### src/rtl/ucounter8_seq.sv
// Command sequencer for one ucounter8: queues count-run commands, loads each into the
// counter in turn and watches dcount/overflow until the target, a stuck terminal count or a timeout.
module ucounter8_seq #(
  parameter int WIDTH   = 8,
  parameter int DEPTH   = 4,
  parameter int TIMEOUT = 511
) (
  input  logic                         clk,
  input  logic                         _areset,
  input  logic                         cmd_valid,
  output logic                         cmd_ready,
  input  logic [WIDTH-1:0]             cmd_start,
  input  logic [WIDTH-1:0]             cmd_target,
  input  logic                         cmd_up,
  input  logic                         cmd_stop,
  input  logic                         abort,
  input  logic [WIDTH-1:0]             dcount,
  input  logic                         overflow,
  output logic                         _load,
  output logic [WIDTH-1:0]             preld_val,
  output logic                         _updown,
  output logic                         _wrapstop,
  output logic                         busy,
  output logic                         done,
  output logic                         err,
  output logic                         ovf_seen,
  output logic [$clog2(DEPTH+1)-1:0]   fifo_level
);

  localparam int LW  = $clog2(DEPTH+1);
  localparam int PW  = (DEPTH > 1) ? $clog2(DEPTH) : 1;
  localparam int WDW = $clog2(TIMEOUT+1);
  localparam logic [LW-1:0]  FULL_LV = LW'(DEPTH);
  localparam logic [WDW-1:0] TO_V    = WDW'(TIMEOUT);

  typedef struct packed {
    logic [WIDTH-1:0] st;
    logic [WIDTH-1:0] tg;
    logic             up;
    logic             stop;
  } cmd_t;

  typedef enum logic [2:0] {S_IDLE, S_LOAD, S_RUN, S_DONE, S_ERR} state_t;

  state_t           r_state, w_state_nxt;
  cmd_t             r_mem [DEPTH];
  logic [PW-1:0]    r_wr, r_rd;
  logic [LW-1:0]    r_level;
  logic [WIDTH-1:0] r_st, r_tg;
  logic             r_up, r_stop, r_ovf;
  logic [WDW-1:0]   r_wd;
  logic             w_push, w_pop, w_term;

  // Abort blocks both sides of the FIFO for that cycle; the flush wins.
  assign cmd_ready = (r_level != FULL_LV);
  assign w_push    = cmd_valid & cmd_ready & ~abort;
  assign w_pop     = (r_state == S_IDLE) & (r_level != '0) & ~abort;
  assign w_term    = r_up ? (dcount == '1) : (dcount == '0);

  always_ff @(posedge clk) begin
    if (w_push) r_mem[r_wr] <= '{st: cmd_start, tg: cmd_target, up: cmd_up, stop: cmd_stop};
  end

  always_ff @(posedge clk or negedge _areset) begin
    if (!_areset) begin
      r_wr    <= '0;
      r_rd    <= '0;
      r_level <= '0;
    end else if (abort) begin
      r_wr    <= '0;
      r_rd    <= '0;
      r_level <= '0;
    end else begin
      if (w_push) r_wr <= r_wr + 1'b1;
      if (w_pop)  r_rd <= r_rd + 1'b1;
      if (w_push && !w_pop)      r_level <= r_level + 1'b1;
      else if (w_pop && !w_push) r_level <= r_level - 1'b1;
    end
  end

  // Working copy of the command; also drives the counter's mode pins.
  always_ff @(posedge clk or negedge _areset) begin
    if (!_areset) begin
      r_st   <= '0;
      r_tg   <= '0;
      r_up   <= 1'b1;
      r_stop <= 1'b0;
    end else if (w_pop) begin
      r_st   <= r_mem[r_rd].st;
      r_tg   <= r_mem[r_rd].tg;
      r_up   <= r_mem[r_rd].up;
      r_stop <= r_mem[r_rd].stop;
    end
  end

  always_ff @(posedge clk or negedge _areset) begin
    if (!_areset) begin
      r_ovf <= 1'b0;
      r_wd  <= '0;
    end else if (r_state == S_LOAD) begin
      r_ovf <= 1'b0;
      r_wd  <= '0;
    end else if (r_state == S_RUN) begin
      if (overflow) r_ovf <= 1'b1;
      r_wd <= r_wd + 1'b1;
    end
  end

  always_ff @(posedge clk or negedge _areset) begin
    if (!_areset) r_state <= S_IDLE;
    else          r_state <= w_state_nxt;
  end

  // Priority inside RUN: abort, then target match, then stuck terminal, then watchdog.
  always_comb begin
    w_state_nxt = r_state;
    case (r_state)
      S_IDLE: if (w_pop) w_state_nxt = S_LOAD;
      S_LOAD: w_state_nxt = abort ? S_ERR : S_RUN;
      S_RUN: begin
        if (abort)                 w_state_nxt = S_ERR;
        else if (dcount == r_tg)   w_state_nxt = S_DONE;
        else if (r_stop && w_term) w_state_nxt = S_ERR;
        else if (r_wd == TO_V)     w_state_nxt = S_ERR;
      end
      S_DONE:  w_state_nxt = S_IDLE;
      S_ERR:   w_state_nxt = S_IDLE;
      default: w_state_nxt = S_IDLE;
    endcase
  end

  always_comb begin
    _load      = ~((r_state == S_LOAD) & ~abort);
    preld_val  = r_st;
    _updown    = r_up;
    _wrapstop  = r_stop;
    busy       = (r_state == S_LOAD) | (r_state == S_RUN);
    done       = (r_state == S_DONE);
    err        = (r_state == S_ERR);
    ovf_seen   = r_ovf;
    fifo_level = r_level;
  end

endmodule
### config.mk
export PLATFORM = sky130hd
export DESIGN_NAME = ucounter8_seq
export DESIGN_NICKNAME = d
export VERILOG_FILES = /design/src/rtl/ucounter8_seq.sv
export SDC_FILE = /design/constraint.sdc
export NUM_CORES = 1
export LEC_CHECK = 0
export BUFFER_PORTS_ARGS = -buffer_cell sky130_fd_sc_hd__buf_2
export CORE_MARGIN = 2
export CORE_UTILIZATION = 40
export DETAILED_ROUTE_END_ITERATION = 10
export PLACE_DENSITY = 0.65
export SLEW_MARGIN = 30
export SYNTH_ARGS = -nofsm -noshare
export SYNTH_HDL_FRONTEND = slang
export SYNTH_SLANG_ARGS = --single-unit
### constraint.sdc
create_clock -name clk -period 4.87 [get_ports clk]
set_input_delay 0.487 -clock clk [delete_from_list [all_inputs] [get_ports clk]]
set_output_delay 0.487 -clock clk [all_outputs]
set_load 0.02 [all_outputs]
==> metrics.txt, run 1 <==
Syn Nets 313; RSZ-0062 raised after global routing false; CP Capture Type register; Clock power frac 26.3%; FF-to-FF End fifo_level[2]$_DFFE_PN0P_; Pwr per Cell Area 539.5 nW/um^2; layout cells sized above 1 32.04%; most common cell after layout, fill and taps aside edfxtp_1; CTS buffer count 9; P_int 0.001980 W; Worst slew margin 37.35%; antenna violations before repair 0; worst path bufs/invs 0; Comb pwr share 28.9%; Die ar. 12510 sq um; Core ar. 11370 sq um; syn_area_per_cell 16.93 sq um; Clock Latency Late Sink 0.35 ns; most frequent cells in the layout edfxtp_1, buf_2, dfrtp_1, nor2_1; WL per Instance 17.64 um; EDFF count, synth 72; Most used DFF post-synth edfxtp_1; largest net degree at the start of global routing 39; reg2reg path depth 7; Std-Cell Rows 39; endpoints failing hold 0; Worst Path Max Fanout 8; DRC viols 0; CTS tree built; Starting Density 40.94%; ys async rst share 34.55%; Max-cap violations 0; Detailed Place HPWL 5.368 mm; Synth Cell Area 4654 sq um; CP most frequent cell or3_1; worst reg2reg setup slack 2.44 ns; Syn. warnings 0; Worst R2R Start r_state[0]$_DFFE_PN0P_; Final Skew 0.007458 ns; # diodes 0; crit-path cells or3_1 -> nor2_1 -> nor3_1 -> fa_1 -> nand2b_1 -> or3_1 -> a41oi_1; GP Congestion 0.7668; wirelength, routed 8.415 mm; final setup fails 0; leakage 2.028 nW; Flop pwr share 44.8%; final std cells w/o fill 477; switch share 31.22%; Hold Buf Count CTS 0; via count 2494; CP delay by family, top simple AND/OR/NAND/NOR gates; Worst setup endpoint fifo_level[2]$_DFFE_PN0P_; CP max stage delay 0.51 ns; total track usage 14.28%; I/O pin total 50; Req. time, crit path 5.13 ns; TritonCTS sink count 110; post-synthesis cell count 275; number of gates resized after CTS 0; stages on the worst setup path 7; synthesized flop and latch total 110; placed instance count 461; status finished, final reports clean; DRT iter0 DRCs 121; Psw 0.0008989 W; crit path launch type register; sequential share of the synthesized area 66.91%; Area growth syn-to-layout 14.68%; crit share post-route 49.86%; fmax 411.8 MHz; 1st-pass router iterations 4; first-pass GRT wire length 13.59 mm; VDD IR max 0.0002956 V; # nets final 367; worst setup path startpoint r_state[0]$_DFFE_PN0P_; total grt overflow 0; Distinct cells, synth 48; Worst Hold Class in -> async; Least-Margin Pin Slew 0.9397 ns; DIE WIDTH 111.9 um; post-CTS setup buffers 0; Final Instance Area 5338 sq um; critical path arrival 2.69 ns; fin crit period 2.428 ns; Clock Tree Buf Depth 2; fin. max-slew vios 0; Post-Route Setup TNS 0 ns; Placed Area 5027 sq um; vias per inst 5.229; Die H 111.9 um; Max stage delay cell, worst path or3_1; vias in the first global route 2593; PortBufs 49; CTS clk-pin slew, worst paths 0.07 ns; Post-DRT Antenna Nets 0; H-tree depth 3; root buf cell clkbuf_16; kind of critical path reg -> reg
[through the flow]
stage          total power [W]  setup slack (ns)  hold slack (ns)  utilization [%]
6_report              0.002879             2.442          0.09495            46.95
2_1_floorplan         0.001941             2.423           0.1914                -
3_3_place_gp          0.002125             2.476           0.4748            44.07
5_1_grt               0.003034             2.307           0.1341            46.95
3_5_place_dp          0.002155             2.439           0.4712            44.22
4_1_cts               0.002915             2.430           0.2828            46.92
[power by group through the flow]
stage / Combinational (W) / Clock (W) / Sequential [W]
after detailed placement: 0.000844 / 0 / 0.00131
after CTS: 0.000848 / 0.000772 / 0.00129
final: 0.000833 / 0.000756 / 0.00129
after global routing: 0.000913 / 0.000807 / 0.00131
after floorplan: 0.000620 / 0 / 0.00132
after global placement: 0.000816 / 0 / 0.00131
[state kept, by name, summed over array words and instances, names as in the netlist]
register    flops
r_tg            8
r_state         3
ovf_seen        1
r_wr            2
preld_val       8
_wrapstop       1
r_wd            9
r_rd            2
r_mem          72
_updown         1
fifo_level      3
[worst min path at each step]
stage / end / slack [ns] / cells past startpoint
global placement: r_wd[7]$_DFFE_PN0P_ / 0.47 / 1
global route: preld_val[0]$_DFFE_PN0P_ / 0.13 / 1
CTS: preld_val[0]$_DFFE_PN0P_ / 0.28 / 1
finish: preld_val[0]$_DFFE_PN0P_ / 0.09 / 1
detailed placement: r_wd[7]$_DFFE_PN0P_ / 0.47 / 1
floorplan: _wrapstop$_DFFE_PN0P_ / 0.19 / 0
[final cells by class]
class / instances / area (sq um)
Sequential cell: 110 / 3114
Clock inverter: 6 / 78.83
Multi-Input combinational cell: 150 / 1440
Fill cell: 968 / 6032
Clock buffer: 10 / 229.0
Tap cell: 143 / 178.9
Timing Repair Buffer: 52 / 274.0
Inverter: 6 / 22.52
[per-layer routing]
| layer | GRT usage, % | share of wire, % | vias up |
|---|---|---|---|
| met5 | 0 | 0 | - |
| met4 | 5.679 | 2.0 | 0 |
| met3 | 3.811 | 3.3 | 12 |
| met2 | 24.77 | 53 | 42 |
| met1 | 16.98 | 42 | 1262 |
| li1 | - | - | 1178 |
[cells by family after synthesis]
logic type / after synthesis / synth area share (%)
adder cells (fa/ha/maj): 7 / 2.043
buffers and inverters: 15 / 2.258
flip-flops: 110 / 66.91
AND/OR/NAND/NOR: 69 / 8.334
multiplexers: 39 / 15.00
XOR/XNOR: 11 / 2.070
AO/OA/AOI/OAI: 24 / 3.387
[cells in the mapped netlist (all sizes together), types with 2 or more instances]
cell type	n	area, sq um
or3	2	12.51
a22o	2	17.52
clkbuf	5	28.77
nor4b	2	17.52
xnor2	10	87.58
nand3	5	25.02
a21oi	5	25.02
nor3	7	46.30
nand2b	3	18.77
mux2i	3	30.03
mux2	18	236.5
edfxtp	72	2162
dfrtp	37	925.9
ha	6	75.07
mux4	18	431.7
nor3b	4	30.03
and2	4	25.02
or2	2	12.52
nand4	6	37.54
buf	4	53.80
nor2	15	56.30
a211oi	2	15.01
nand2	11	41.29
o21ai	7	35.03
inv	6	22.52
or3b	3	26.28
o21bai	2	15.01
(Power assumes the default switching activity.)
==> run 2, diff against run 1 <==
- ABC_AREA: not set -> 1
- PLACE_DENSITY: 0.65 -> 0.67
- clock period: 4.87 -> 2.1 ns (I/O delays scaled with it)
==> metrics.txt, run 2 <==
wirelength, routed 9.333 mm; DRC viols 0; P_int 0.004199 W; Final Instance Area 5368 sq um; crit share post-route 89.97%; CTS tree built; RSZ-0062 raised after global routing false; area share of the largest cell type after synthesis 46.48%; Largest regs r_mem: 72 flops, r_wd: 9 flops; final setup fails 0; Flop pwr share 43.4%; vias in the first global route 2993; fin crit period 1.889 ns; cell taking the most area after synthesis edfxtp_1; # diodes 0; fin. max-slew vios 0; Hold Startpoint cmd_start[1]; 1st-pass router iterations 4; kind of critical path reg -> reg; top cells by count, synth nand2_1, edfxtp_1, nor2_1, o21ai_0, dfrtp_1; EDFF count, synth 72; # nets final 530; synthesized flop and latch total 110; DR top layer met4; most frequent cells in the layout nand2_1, edfxtp_1, nor2_1, o21ai_0, buf_2; FF-to-FF End fifo_level[2]$_DFFE_PN0P_; Worst slew margin 66.34%; most common cell in the netlist nand2_1; ys async rst share 34.55%; PortBufs 49; Pwr per Cell Area 1230 nW/um^2; total track usage 15.63%; first-pass GRT wire length 15.21 mm; Starting Density 40.92%; Worst Hold Depth 1; Worst Path Max Fanout 4; met2 WL post-DR 4.524 mm; largest net degree at the start of global routing 39; Worst Slack Setup Final 0.2107 ns; I/O pin total 50; total grt overflow 0; Least-Margin Pin Slew 0.5049 ns; Synth Cell Area 4652 sq um; switch share 36.40%; Area growth syn-to-layout 15.38%; worst reg2reg setup slack 0.21 ns; VDD IR max 0.0006976 V; DRT iter0 DRCs 172; largest cells by area after synthesis edfxtp_1, dfrtp_1, nand2_1; layout cells sized above 1 18.31%; pre-CTS WS 0.2055 ns; sequential share of the synthesized area 66.94%; CTS clk-pin slew, worst paths 0.07 ns; root buf cell clkbuf_16; via count 3140; Die ar. 12510 sq um; Final Skew 0.006846 ns; Largest register FFs 72; Die H 111.8 um; TritonCTS sink count 110; met1 WL 4.023 mm; Req. time, crit path 2.34 ns; Detailed Place HPWL 6.158 mm; fmax 529.3 MHz; endpoints failing hold 0; CTS buffer count 9; Core ar. 11370 sq um; syn_area_per_cell 10.69 sq um; most common cell after layout, fill and taps aside nand2_1; Syn Nets 473; Fillers 1007; Worst Hold Class in -> reg; Post-Route Setup TNS 0 ns; Met3 Wirelength 682 um; Multi-input gate area 1320 sq um; Syn. warnings 0; post-CTS setup buffers 0; post-synthesis cell count 435; Clock power frac 23.7%; Most used DFF post-synth edfxtp_1; reg2reg path depth 12; Max-cap violations 0; critical path arrival 2.12 ns; CP Capture Type register; Worst R2R Start r_state[1]$_DFFE_PN0P_; Psw 0.002403 W; GP Congestion 0.7889; vias per inst 4.906; antenna violations before repair 1; Hold EP r_mem[3][11]$_DFFE_PP_; Clock Latency Late Sink 0.34 ns; leakage 2.264 nW; H-tree depth 3; DIE WIDTH 111.8 um; status finished, final reports clean; Placed Area 5077 sq um; Post-DRT Antenna Nets 0; crit path launch type register; Distinct cells, synth 31; WL per Instance 14.58 um; Std-Cell Rows 39; register bank with the most flops r_mem; Seq. cell area 3114 sq um; Comb pwr share 33.0%; Clock Tree Buf Depth 2
## run 2: what timing repair did
item	CTS	global route
hold endpoints to repair	0	37
setup endpoints to repair	0	1
hold buffers	0	1
gates resized for setup	0	1
## run 2: metal layers
| layer | global-route usage (%) | vias to the layer above |
|---|---|---|
| met1 | 20.13 | 1459 |
| met5 | 0 | - |
| met2 | 25.94 | 86 |
| li1 | - | 1589 |
| met3 | 4.028 | 6 |
| met4 | 5.185 | 0 |
## run 2: worst max-delay path by stage
| stage | endpoint | from | slack [ns] | cells after the start |
|---|---|---|---|---|
| after detailed placement | fifo_level[2]$_DFFE_PN0P_ | fifo_level[0]$_DFFE_PN0P_ | 0.21 | 10 |
| after floorplan | r_mem[0][0]$_DFFE_PP_ | fifo_level[0]$_DFFE_PN0P_ | 0.01 | 4 |
| final | fifo_level[2]$_DFFE_PN0P_ | r_state[1]$_DFFE_PN0P_ | 0.21 | 12 |
| after CTS | fifo_level[2]$_DFFE_PN0P_ | fifo_level[0]$_DFFE_PN0P_ | 0.19 | 10 |
| after global placement | fifo_level[2]$_DFFE_PN0P_ | fifo_level[0]$_DFFE_PN0P_ | 0.29 | 10 |
| after global routing | fifo_level[2]$_DFFE_PN0P_ | r_state[2]$_DFFE_PN0P_ | 0.05 | 12 |
## run 2: cell type report
type                            count  share of cell area [%]
Sequential cell                   110                   58.02
Multi-Input combinational cell    272                   24.59
Timing Repair Buffer               60                   6.200
Clock buffer                       10                   4.266
Tap cell                          143                   3.333
Inverter                           39                   2.727
Clock inverter                      6                  0.8625
## run 2: power by group through the flow
stage | sequential, W | combinational, W | clock, W
finish | 0.00286 | 0.00218 | 0.00156
global route | 0.00290 | 0.00246 | 0.00170
CTS | 0.00286 | 0.00220 | 0.00159
detailed placement | 0.00291 | 0.00219 | 0
global placement | 0.00290 | 0.00214 | 0
floorplan | 0.00303 | 0.00143 | 0
## run 2: critical path: stages (launching register included)
cell	delay (ns)
dfrtp_1	0.41
inv_2	0.08
nand3_1	0.11
inv_2	0.09
nand2_4	0.07
inv_2	0.08
nor2_2	0.05
fa_1	0.39
xnor2_1	0.19
o21bai_1	0.13
nand2_1	0.06
nand3_1	0.06
nand2_1	0.05
## run 2: metrics by stage
| stage | total power (W) | hold slack, ns | utilization [%] | std cells |
|---|---|---|---|---|
| finish | 0.006602 | 0.08269 | 47.21 | 640 |
| floorplan | 0.004458 | -0.08559 | - | 435 |
| CTS | 0.006655 | 0.02158 | 47.08 | 639 |
| detailed placement | 0.005099 | 0.3787 | 44.66 | 623 |
| global placement | 0.005034 | 0.3799 | 44.66 | 623 |
| global route | 0.007054 | 0.07599 | 47.21 | 640 |
## run 2: cells by family after synthesis
family | after synthesis | share of synthesized area [%]
xor+xnor | 7 | 1.318
simple gates | 178 | 15.57
buf+inv | 53 | 4.733
fa+ha+maj | 7 | 2.044
flops | 110 | 66.94
compound gates | 80 | 9.387
